File: src/rtl/pci_pkg.sv
// Shared definitions for the PCI memory-space target: bus command codes,
// controller state encoding and the decode result bundle.
package pci_pkg;

  localparam logic [3:0] CMD_MEM_RD = 4'b0110;
  localparam logic [3:0] CMD_MEM_WR = 4'b0111;

  typedef enum logic [2:0] {
    ST_IDLE,
    ST_DECODE,
    ST_RD_TA,
    ST_DATA,
    ST_DISC,
    ST_TURN
  } state_e;

  typedef struct packed {
    logic       hit;
    logic       is_rd;
    logic       is_wr;
    logic [1:0] word_idx;
  } dec_t;

endpackage

File: src/rtl/pci_target_decode.sv
// Combinational claim decode: memory read/write command, base match on
// address bits [31:4] and word index inside the attached storage depth.
module pci_target_decode
  import pci_pkg::*;
#(
  parameter logic [31:0] BASE_ADDR = 32'h0000_0000,
  parameter int          DEPTH     = 3
) (
  input  logic [31:2] addr,
  input  logic [3:0]  cmd,
  output dec_t        dec
);

  localparam logic [2:0] DEPTH_L = 3'(DEPTH);

  logic base_match;
  logic idx_ok;

  always_comb begin
    dec.is_rd    = (cmd == CMD_MEM_RD);
    dec.is_wr    = (cmd == CMD_MEM_WR);
    dec.word_idx = addr[3:2];
    base_match   = (addr[31:4] == BASE_ADDR[31:4]);
    idx_ok       = ({1'b0, addr[3:2]} < DEPTH_L);
    dec.hit      = (dec.is_rd || dec.is_wr) && base_match && idx_ok;
  end

endmodule

File: src/rtl/pci_target_ctrl.sv
// PCI memory-space target controller: claims matching single and linear burst
// transfers, drives DEVSEL#/TRDY#/STOP# and a word-addressed storage port.
module pci_target_ctrl
  import pci_pkg::*;
#(
  parameter logic [31:0] BASE_ADDR = 32'h0000_0000,
  parameter int          DEPTH     = 3
) (
  input  logic        clk,
  input  logic        rst,
  input  logic        frame_n,
  input  logic        irdy_n,
  input  logic [3:0]  cbe_n,
  input  logic [31:0] ad_in,
  output logic        devsel_n,
  output logic        trdy_n,
  output logic        stop_n,
  output logic [1:0]  mem_addr,
  output logic        mem_re,
  output logic        mem_we,
  output logic [3:0]  mem_be
);

  // state  | meaning
  // IDLE   | bus watched for a FRAME# falling edge
  // DECODE | latched address/command being decoded
  // RD_TA  | read turnaround: DEVSEL# low, TRDY# still high
  // DATA   | data phases, TRDY# low, transfer whenever IRDY# is low
  // DISC   | storage exhausted: STOP# low until FRAME# is released
  // TURN   | all target signals released for one cycle

  localparam logic [1:0] LAST_IDX = 2'(DEPTH - 1);

  state_e      state_q, state_d;
  logic        frame_prev_q, frame_prev_d;
  logic        ignore_q, ignore_d;
  logic [31:2] addr_q, addr_d;
  logic [3:0]  cmd_q, cmd_d;
  logic [1:0]  mem_addr_q, mem_addr_d;
  logic        devsel_q, devsel_d;
  logic        trdy_q, trdy_d;
  logic        stop_q, stop_d;
  logic        re_q, re_d;
  logic        xfer;
  dec_t        dec;
  logic        unused_addr_lo;

  assign unused_addr_lo = ^ad_in[1:0];

  pci_target_decode #(
    .BASE_ADDR (BASE_ADDR),
    .DEPTH     (DEPTH)
  ) u_decode (
    .addr (addr_q),
    .cmd  (cmd_q),
    .dec  (dec)
  );

  always_comb begin
    state_d      = state_q;
    frame_prev_d = frame_n;
    ignore_d     = ignore_q;
    addr_d       = addr_q;
    cmd_d        = cmd_q;
    mem_addr_d   = mem_addr_q;
    devsel_d     = devsel_q;
    trdy_d       = trdy_q;
    stop_d       = stop_q;
    re_d         = re_q;
    xfer         = (state_q == ST_DATA) && !irdy_n;

    // A missed transaction stays ignored until the bus goes fully idle.
    if (ignore_q && frame_n && irdy_n) begin
      ignore_d = 1'b0;
    end

    case (state_q)
      ST_IDLE: begin
        if (!frame_n && frame_prev_q && !ignore_q) begin
          addr_d  = ad_in[31:2];
          cmd_d   = cbe_n;
          state_d = ST_DECODE;
        end
      end
      ST_DECODE: begin
        if (dec.hit && dec.is_wr) begin
          mem_addr_d = dec.word_idx;
          devsel_d   = 1'b0;
          trdy_d     = 1'b0;
          state_d    = ST_DATA;
        end else if (dec.hit && dec.is_rd) begin
          mem_addr_d = dec.word_idx;
          devsel_d   = 1'b0;
          re_d       = 1'b1;
          state_d    = ST_RD_TA;
        end else begin
          ignore_d = !(frame_n && irdy_n);
          state_d  = ST_IDLE;
        end
      end
      ST_RD_TA: begin
        trdy_d  = 1'b0;
        state_d = ST_DATA;
      end
      ST_DATA: begin
        if (xfer) begin
          if (mem_addr_q != LAST_IDX) begin
            mem_addr_d = mem_addr_q + 2'd1;
          end
          if (frame_n) begin
            devsel_d = 1'b1;
            trdy_d   = 1'b1;
            re_d     = 1'b0;
            state_d  = ST_TURN;
          end else if (mem_addr_q == LAST_IDX) begin
            trdy_d  = 1'b1;
            stop_d  = 1'b0;
            re_d    = 1'b0;
            state_d = ST_DISC;
          end
        end
      end
      ST_DISC: begin
        if (frame_n) begin
          devsel_d = 1'b1;
          stop_d   = 1'b1;
          state_d  = ST_TURN;
        end
      end
      ST_TURN: begin
        state_d = ST_IDLE;
      end
      default: begin
        devsel_d = 1'b1;
        trdy_d   = 1'b1;
        stop_d   = 1'b1;
        re_d     = 1'b0;
        state_d  = ST_IDLE;
      end
    endcase
  end

  // Frame history resets low so a frame already asserted at reset release
  // is not mistaken for a new falling edge.
  always_ff @(posedge clk or posedge rst) begin
    if (rst) begin
      state_q      <= ST_IDLE;
      frame_prev_q <= 1'b0;
      ignore_q     <= 1'b0;
      addr_q       <= '0;
      cmd_q        <= '0;
      mem_addr_q   <= '0;
      devsel_q     <= 1'b1;
      trdy_q       <= 1'b1;
      stop_q       <= 1'b1;
      re_q         <= 1'b0;
    end else begin
      state_q      <= state_d;
      frame_prev_q <= frame_prev_d;
      ignore_q     <= ignore_d;
      addr_q       <= addr_d;
      cmd_q        <= cmd_d;
      mem_addr_q   <= mem_addr_d;
      devsel_q     <= devsel_d;
      trdy_q       <= trdy_d;
      stop_q       <= stop_d;
      re_q         <= re_d;
    end
  end

  // Write strobe is combinational so storage captures on the transfer edge.
  always_comb begin
    mem_we = 1'b0;
    mem_be = 4'h0;
    if (xfer && dec.is_wr) begin
      mem_we = 1'b1;
      mem_be = ~cbe_n;
    end
  end

  assign devsel_n = devsel_q;
  assign trdy_n   = trdy_q;
  assign stop_n   = stop_q;
  assign mem_addr = mem_addr_q;
  assign mem_re   = re_q;

endmodule

File: config.mk
export PLATFORM = sky130hd
export DESIGN_NAME = pci_target_ctrl
export DESIGN_NICKNAME = d
export VERILOG_FILES = /design/src/rtl/pci_pkg.sv /design/src/rtl/pci_target_decode.sv /design/src/rtl/pci_target_ctrl.sv
export SDC_FILE = /design/constraint.sdc
export NUM_CORES = 1
export LEC_CHECK = 0
export CAP_MARGIN = 20
export CORE_ASPECT_RATIO = 0.8
export CORE_MARGIN = 5
export CORE_UTILIZATION = 39
export CTS_BUF_LIST = sky130_fd_sc_hd__clkbuf_8
export DETAILED_ROUTE_END_ITERATION = 10
export PLACE_DENSITY = 0.71
export SETUP_SLACK_MARGIN = 0.2
export SLEW_MARGIN = 20
export SYNTH_ARGS = -nofsm -noshare
export SYNTH_HDL_FRONTEND = slang
export SYNTH_SLANG_ARGS = --single-unit
export TNS_END_PERCENT = 50
File: constraint.sdc
create_clock -name clk -period 3.2 [get_ports clk]
set_input_delay 0.48 -clock clk [delete_from_list [all_inputs] [get_ports clk]]
set_output_delay 0.48 -clock clk [all_outputs]
set_load 0.01 [all_outputs]
# Yosys cells after proc, flatten, opt, wreduce, memory -nomap -nowiden
# Index checks and enable logic that the tools add are counted.
# classes
muxes	39
addsub	1
n_lt_le_gt_ge	1
reduce_logical	30
eq_ne	20
bitwise	5
# ops
op	count
28-bit logical NOT	1
1-bit two-way mux	21
2-bit inequality test, second input constant	8
3-bit two-way mux	5
3-bit case mux with 5 select lines	1
2-bit two-way mux	6
4-bit AND reduction	3
1-bit logical AND	11
5-bit AND reduction	2
4-bit by 3-bit equality test with 1-bit output, second input constant	2
1-bit case mux with 4 select lines	2
4-bit OR reduction	2
3-bit by 2-bit equality test with 1-bit output, second input constant	2
3-bit equality test, second input constant	2
1-bit case mux with 3 select lines	2
3-bit OR reduction	2
1-bit logical NOT	4
4-bit two-way mux	1
2-bit by 1-bit inequality test with 1-bit output, second input constant	2
1-bit NOT	4
4-bit NOT	1
2-bit case mux with 2 select lines	1
3-bit by 1-bit equality test with 1-bit output, second input constant	1
3-bit logical NOT	1
other kinds (9)	9
# word_totals
reg_bits	45
output_inout_bits	11

# Logic depth before layout (Yosys ltp)
# logic_depth
ltp_word	8
depth_mapped	6
mapped_depth_nobuf	6

# Cells and area by module
# Synthesis repeated with hierarchy kept, for this count alone.
# unflattened
cells_unflattened	161
area_unflattened_um2	2219.6
# modules_own_cells
module	cells_each	seq_area_each_um2	n_inst	area_each_um2
pci_target_ctrl	146	1129.8	1	2112.0
pci_target_decode	15	0.0	1	107.6

# Worst setup path after synthesis
# Ideal clock, no wire load.
# synth_timing
path_type	reg2reg
startpoint	register mem_addr_q[0] (netlist: mem_addr[0])
endpoint	register re_q (netlist: mem_re)
synth_period_minus_slack_ps	1656
setup_slack_ps	1544
path_stages_with_launch	7
required_time_ps	3135
arrival_ps	1591
cell_sequence	dfrtp_1 > inv_1 > ha_1 > o21bai_2 > a2111o_1 > nor4_1 > o21a_1
# synth_via
elab_chain_cells	3
# synth_rtl
element	line_no	rtl
from (decl)	pci_target_ctrl.sv:39	logic [1:0] mem_addr_q, mem_addr_d;
from (signal assigned)	pci_target_ctrl.sv:163	mem_addr_q <= mem_addr_d;
2-bit equality test	pci_target_ctrl.sv:115	end else if (mem_addr_q == LAST_IDX) begin
3-bit by 2-bit inequality test with 1-bit output (no source line)	n/a	
5-bit AND reduction (no source line)	n/a	
to (signal assigned)	pci_target_ctrl.sv:167	re_q <= re_d;
to (decl)	pci_target_ctrl.sv:43	logic re_q, re_d;
# No other way between the ends.
# A chain may end at the register's enable or synchronous reset.

# Final worst setup path
# layout_timing
startpoint	register state_q[2]
endpoint	output mem_be[3]
# layout_via
elab_chain_cells	4
# layout_rtl
element	line_no	rtl
from (decl)	pci_target_ctrl.sv:34	state_e state_q, state_d;
from (signal assigned)	pci_target_ctrl.sv:158	state_q <= state_d;
3-bit by 2-bit equality test with 1-bit output	pci_target_ctrl.sv:70	xfer = (state_q == ST_DATA) && !irdy_n;
1-bit logical AND	pci_target_ctrl.sv:70	
1-bit logical AND	pci_target_ctrl.sv:175	if (xfer && dec.is_wr) begin
4-bit two-way mux	pci_target_ctrl.sv:175	
to (decl)	pci_target_ctrl.sv:21	output logic [3:0] mem_be
# No other way between the ends.

==> out/qor.csv <==
stage,metric,value,unit
synthesis,Seq cells post-synth,45,
min_path,WHS Path Cells,2,
synthesis,"Top FF cell, synth",dfrtp_1,
die,Die Span Y,76.85,um
worst_setup_path,CP Class,flop to output pin,
global_route,vias in the first global route,1402,
worst_setup_path,R2R cell count,4,
worst_setup_path,Critical Path AT,2.25,ns
timing,worst slew pin tran,0.7817,ns
detailed_routing,drt total wl,4.274,mm
cts,CTS tree,done,
worst_setup_path,crit path launch type,flop,
global_route,pin count of the biggest net entering global routing,46,
global_route,total grt overflow,0,
worst_setup_path,Worst R2R End,ignore_q,
final_layout,final non-filler cell total,293,
timing,achievable clock frequency,0.3665,GHz
timing,unrepaired setup endpoints after global routing,no,
power,peak supply drop,323.5,uV
detailed_routing,initial DRC count,122,
timing,Hold WS,0.4787,ns
placement,Placed Cells,285,
final_layout,most frequent cells in the layout,"clkdlybuf4s50_1, dfrtp_1, mux2_4",
cts,CTS buffer count,5,
die,I/O Pins,51,
synthesis,Syn Area/Cell,13.28,um^2
placement,dpl hpwl,3.127,mm
power,Tot Pwr,1.740,mW
cts,CTS H-Tree Depth,2,
global_route,initial antenna violation count,0,
cts,Skew-Pair Late Insertion Delay,0.29,ns
placement,Final GP Congestion,0.8960,
min_path,worst hold start,stop_n,
worst_setup_path,reg2reg start,addr_q[29],
timing,final setup fails,0,
cts,"Reg clk slew, reported paths",0.08,ns
timing,clock skew,0.008115,ns
cts,clock sinks,45,
cts,maximum clock insertion buffer count,2,
synthesis,syn nets,205,
final_layout,nets,255,
placement,I/O Buffers,48,
detailed_routing,Via density,4.898,
die,die area,7189,um^2
synthesis,Synth Warn #,0,
timing,Final Hold Violating Endpoints,0,
timing,minimum clock period,2.728,ns
cts,cts hold-fix bufs,0,
detailed_routing,drt wl/cell,14.59,um
timing,Final TNS setup,0,ns
timing,slew margin rel.,47.82,%
detailed_routing,DR vias,1435,
final_layout,share of layout cells above drive strength 1,24.19,%
global_route,gr usage total,12.57,%
timing,Max Transition Viols Final,0,
synthesis,Netlist cell types,43,
placement,placed inst area,2724,um^2
final_layout,Antenna diodes,0,
global_route,first-pass GRT wire length,7.176,mm
worst_setup_path,WP data required,2.72,ns
worst_setup_path,"setup slack, reg-to-reg",1.39,ns
synthesis,Netlist Area Pre-Place,2178,um^2
final_layout,"commonest non-fill, non-tap cell in the layout",clkdlybuf4s50_1,
final_layout,fill count,492,
timing,period utilisation layout,85.26,%
synthesis,sequential cell area fraction in the yosys report,51.87,%
min_path,Hold WC Path Type,flop to flop,
job,# Max-Cap Violations,0,
detailed_routing,Routed Antenna Nets,0,
detailed_routing,First-pass DRT Iterations,4,
power,P_leak,1.282,nW
detailed_routing,detailed-route DRC error count,0,
run_status,status,finished clean,
synthesis,Synth Instances,164,
cts,clock root cell,clkbuf_8,
min_path,Worst Hold End,stop_n,
final_layout,Area growth syn-to-layout,30.50,%
final_layout,Final Cell Area,2843,um^2
power,pwr dens,612.0,nW/um^2
die,core area,5435,um^2
die,FP Rows,24,
synthesis,"Async S/R FF share, synth",100.0,%
worst_setup_path,critical path endpoint category,output pin,
die,initial core utilization,40.08,%
synthesis,number of synthesized flops with an enable pin,0,
worst_setup_path,Crit Path Max Fanout,13,
die,die width,93.56,um
==> layout make-up <==
type,count,area [um^2],share of cell area (%)
well taps,78,97.59,3.433
multi-input cells,103,958.4,33.71
clock inverters,2,33.78,1.188
repair buffers,49,500.5,17.61
clock buffers,6,82.58,2.905
flip-flops and latches,45,1131,39.79
inverters,10,38.79,1.364
==> timing repair <==
action                                  in CTS  in global routing
setup buffers                                0                  0
hold endpoints to repair                     0                  0
endpoints found under the setup margin       0                  1
gates resized for setup                      0                  1
==> kinds of logic after synthesis <==
family / after synthesis / synth area share (%)
buffers and inverters: 16 / 4.136
adders and majority gates: 1 / 0.5743
DFF: 45 / 51.87
muxes: 35 / 23.20
xor gates and xnor gates: 1 / 0.4021
AOI/OAI and AO/OA: 22 / 7.353
and+or+nand+nor: 44 / 12.46
==> registers in the layout, summed over array words and instances, names as in the netlist, 2 cells and up <==
name and flops:
cmd_q 4, addr_q 30, state_q 3, mem_addr 2
==> routing by layer <==
layer / routed length, um / track usage [%] / part of all wire [%]
met5: 0 / 0 / 0
met4: 27 / 3.896 / 0.63
met3: 267 / 3.229 / 6.2
met2: 1944 / 17.77 / 45
met1: 2034 / 18.74 / 48
==> worst max path at each step <==
stage	slack (ns)	startpoint	endpoint	depth (start not counted)
detailed placement	0.59	irdy_n	mem_be[2]	5
CTS	0.42	state_q[2]	mem_be[3]	5
finish	0.47	state_q[2]	mem_be[3]	5
global route	0.22	state_q[2]	mem_be[1]	5
global placement	0.60	irdy_n	mem_be[1]	5
floorplan	1.54	mem_addr[0]	mem_re	6
==> power by group <==
part / switching [mW] / leakage, nW / internal, mW
clock network: 0.185 / 0.0626 / 0.252
registers: 0.122 / 0.526 / 0.757
logic: 0.121 / 0.693 / 0.303
total: 0.427 / 1.28 / 1.31
==> worst max-delay path, stage by stage (launching register included) <==
cell             delay, ns
dfrtp_1               0.51
nand3b_1              0.32
nor2_1                0.22
nand3_1               0.22
nor2_1                0.14
clkdlybuf4s50_1       0.55
==> cells in the mapped netlist, types with 2 or more instances <==
| cell | count | area share [%] |
|---|---|---|
| a21oi_1 | 3 | 0.69 |
| a221oi_1 | 2 | 0.80 |
| and3_1 | 2 | 0.57 |
| and4_1 | 2 | 0.80 |
| buf_6 | 4 | 2.1 |
| clkbuf_1 | 2 | 0.34 |
| dfrtp_1 | 42 | 48 |
| dfstp_2 | 3 | 3.6 |
| inv_1 | 10 | 1.7 |
| mux2_2 | 4 | 2.1 |
| mux2_4 | 30 | 21 |
| nand2_1 | 6 | 1.0 |
| nand3_1 | 3 | 0.69 |
| nand4_1 | 3 | 0.86 |
| nor2_1 | 9 | 1.6 |
| nor4_1 | 8 | 2.3 |
| o21ai_0 | 5 | 1.1 |
==> through the flow <==
stage	util [%]	setup slack, ns
floorplan	-	1.544
global placement	50.12	0.6005
detailed placement	50.12	0.5931
CTS	52.26	0.4210
global route	52.30	0.2242
finish	52.30	0.4717
(Power assumes the default switching activity.)
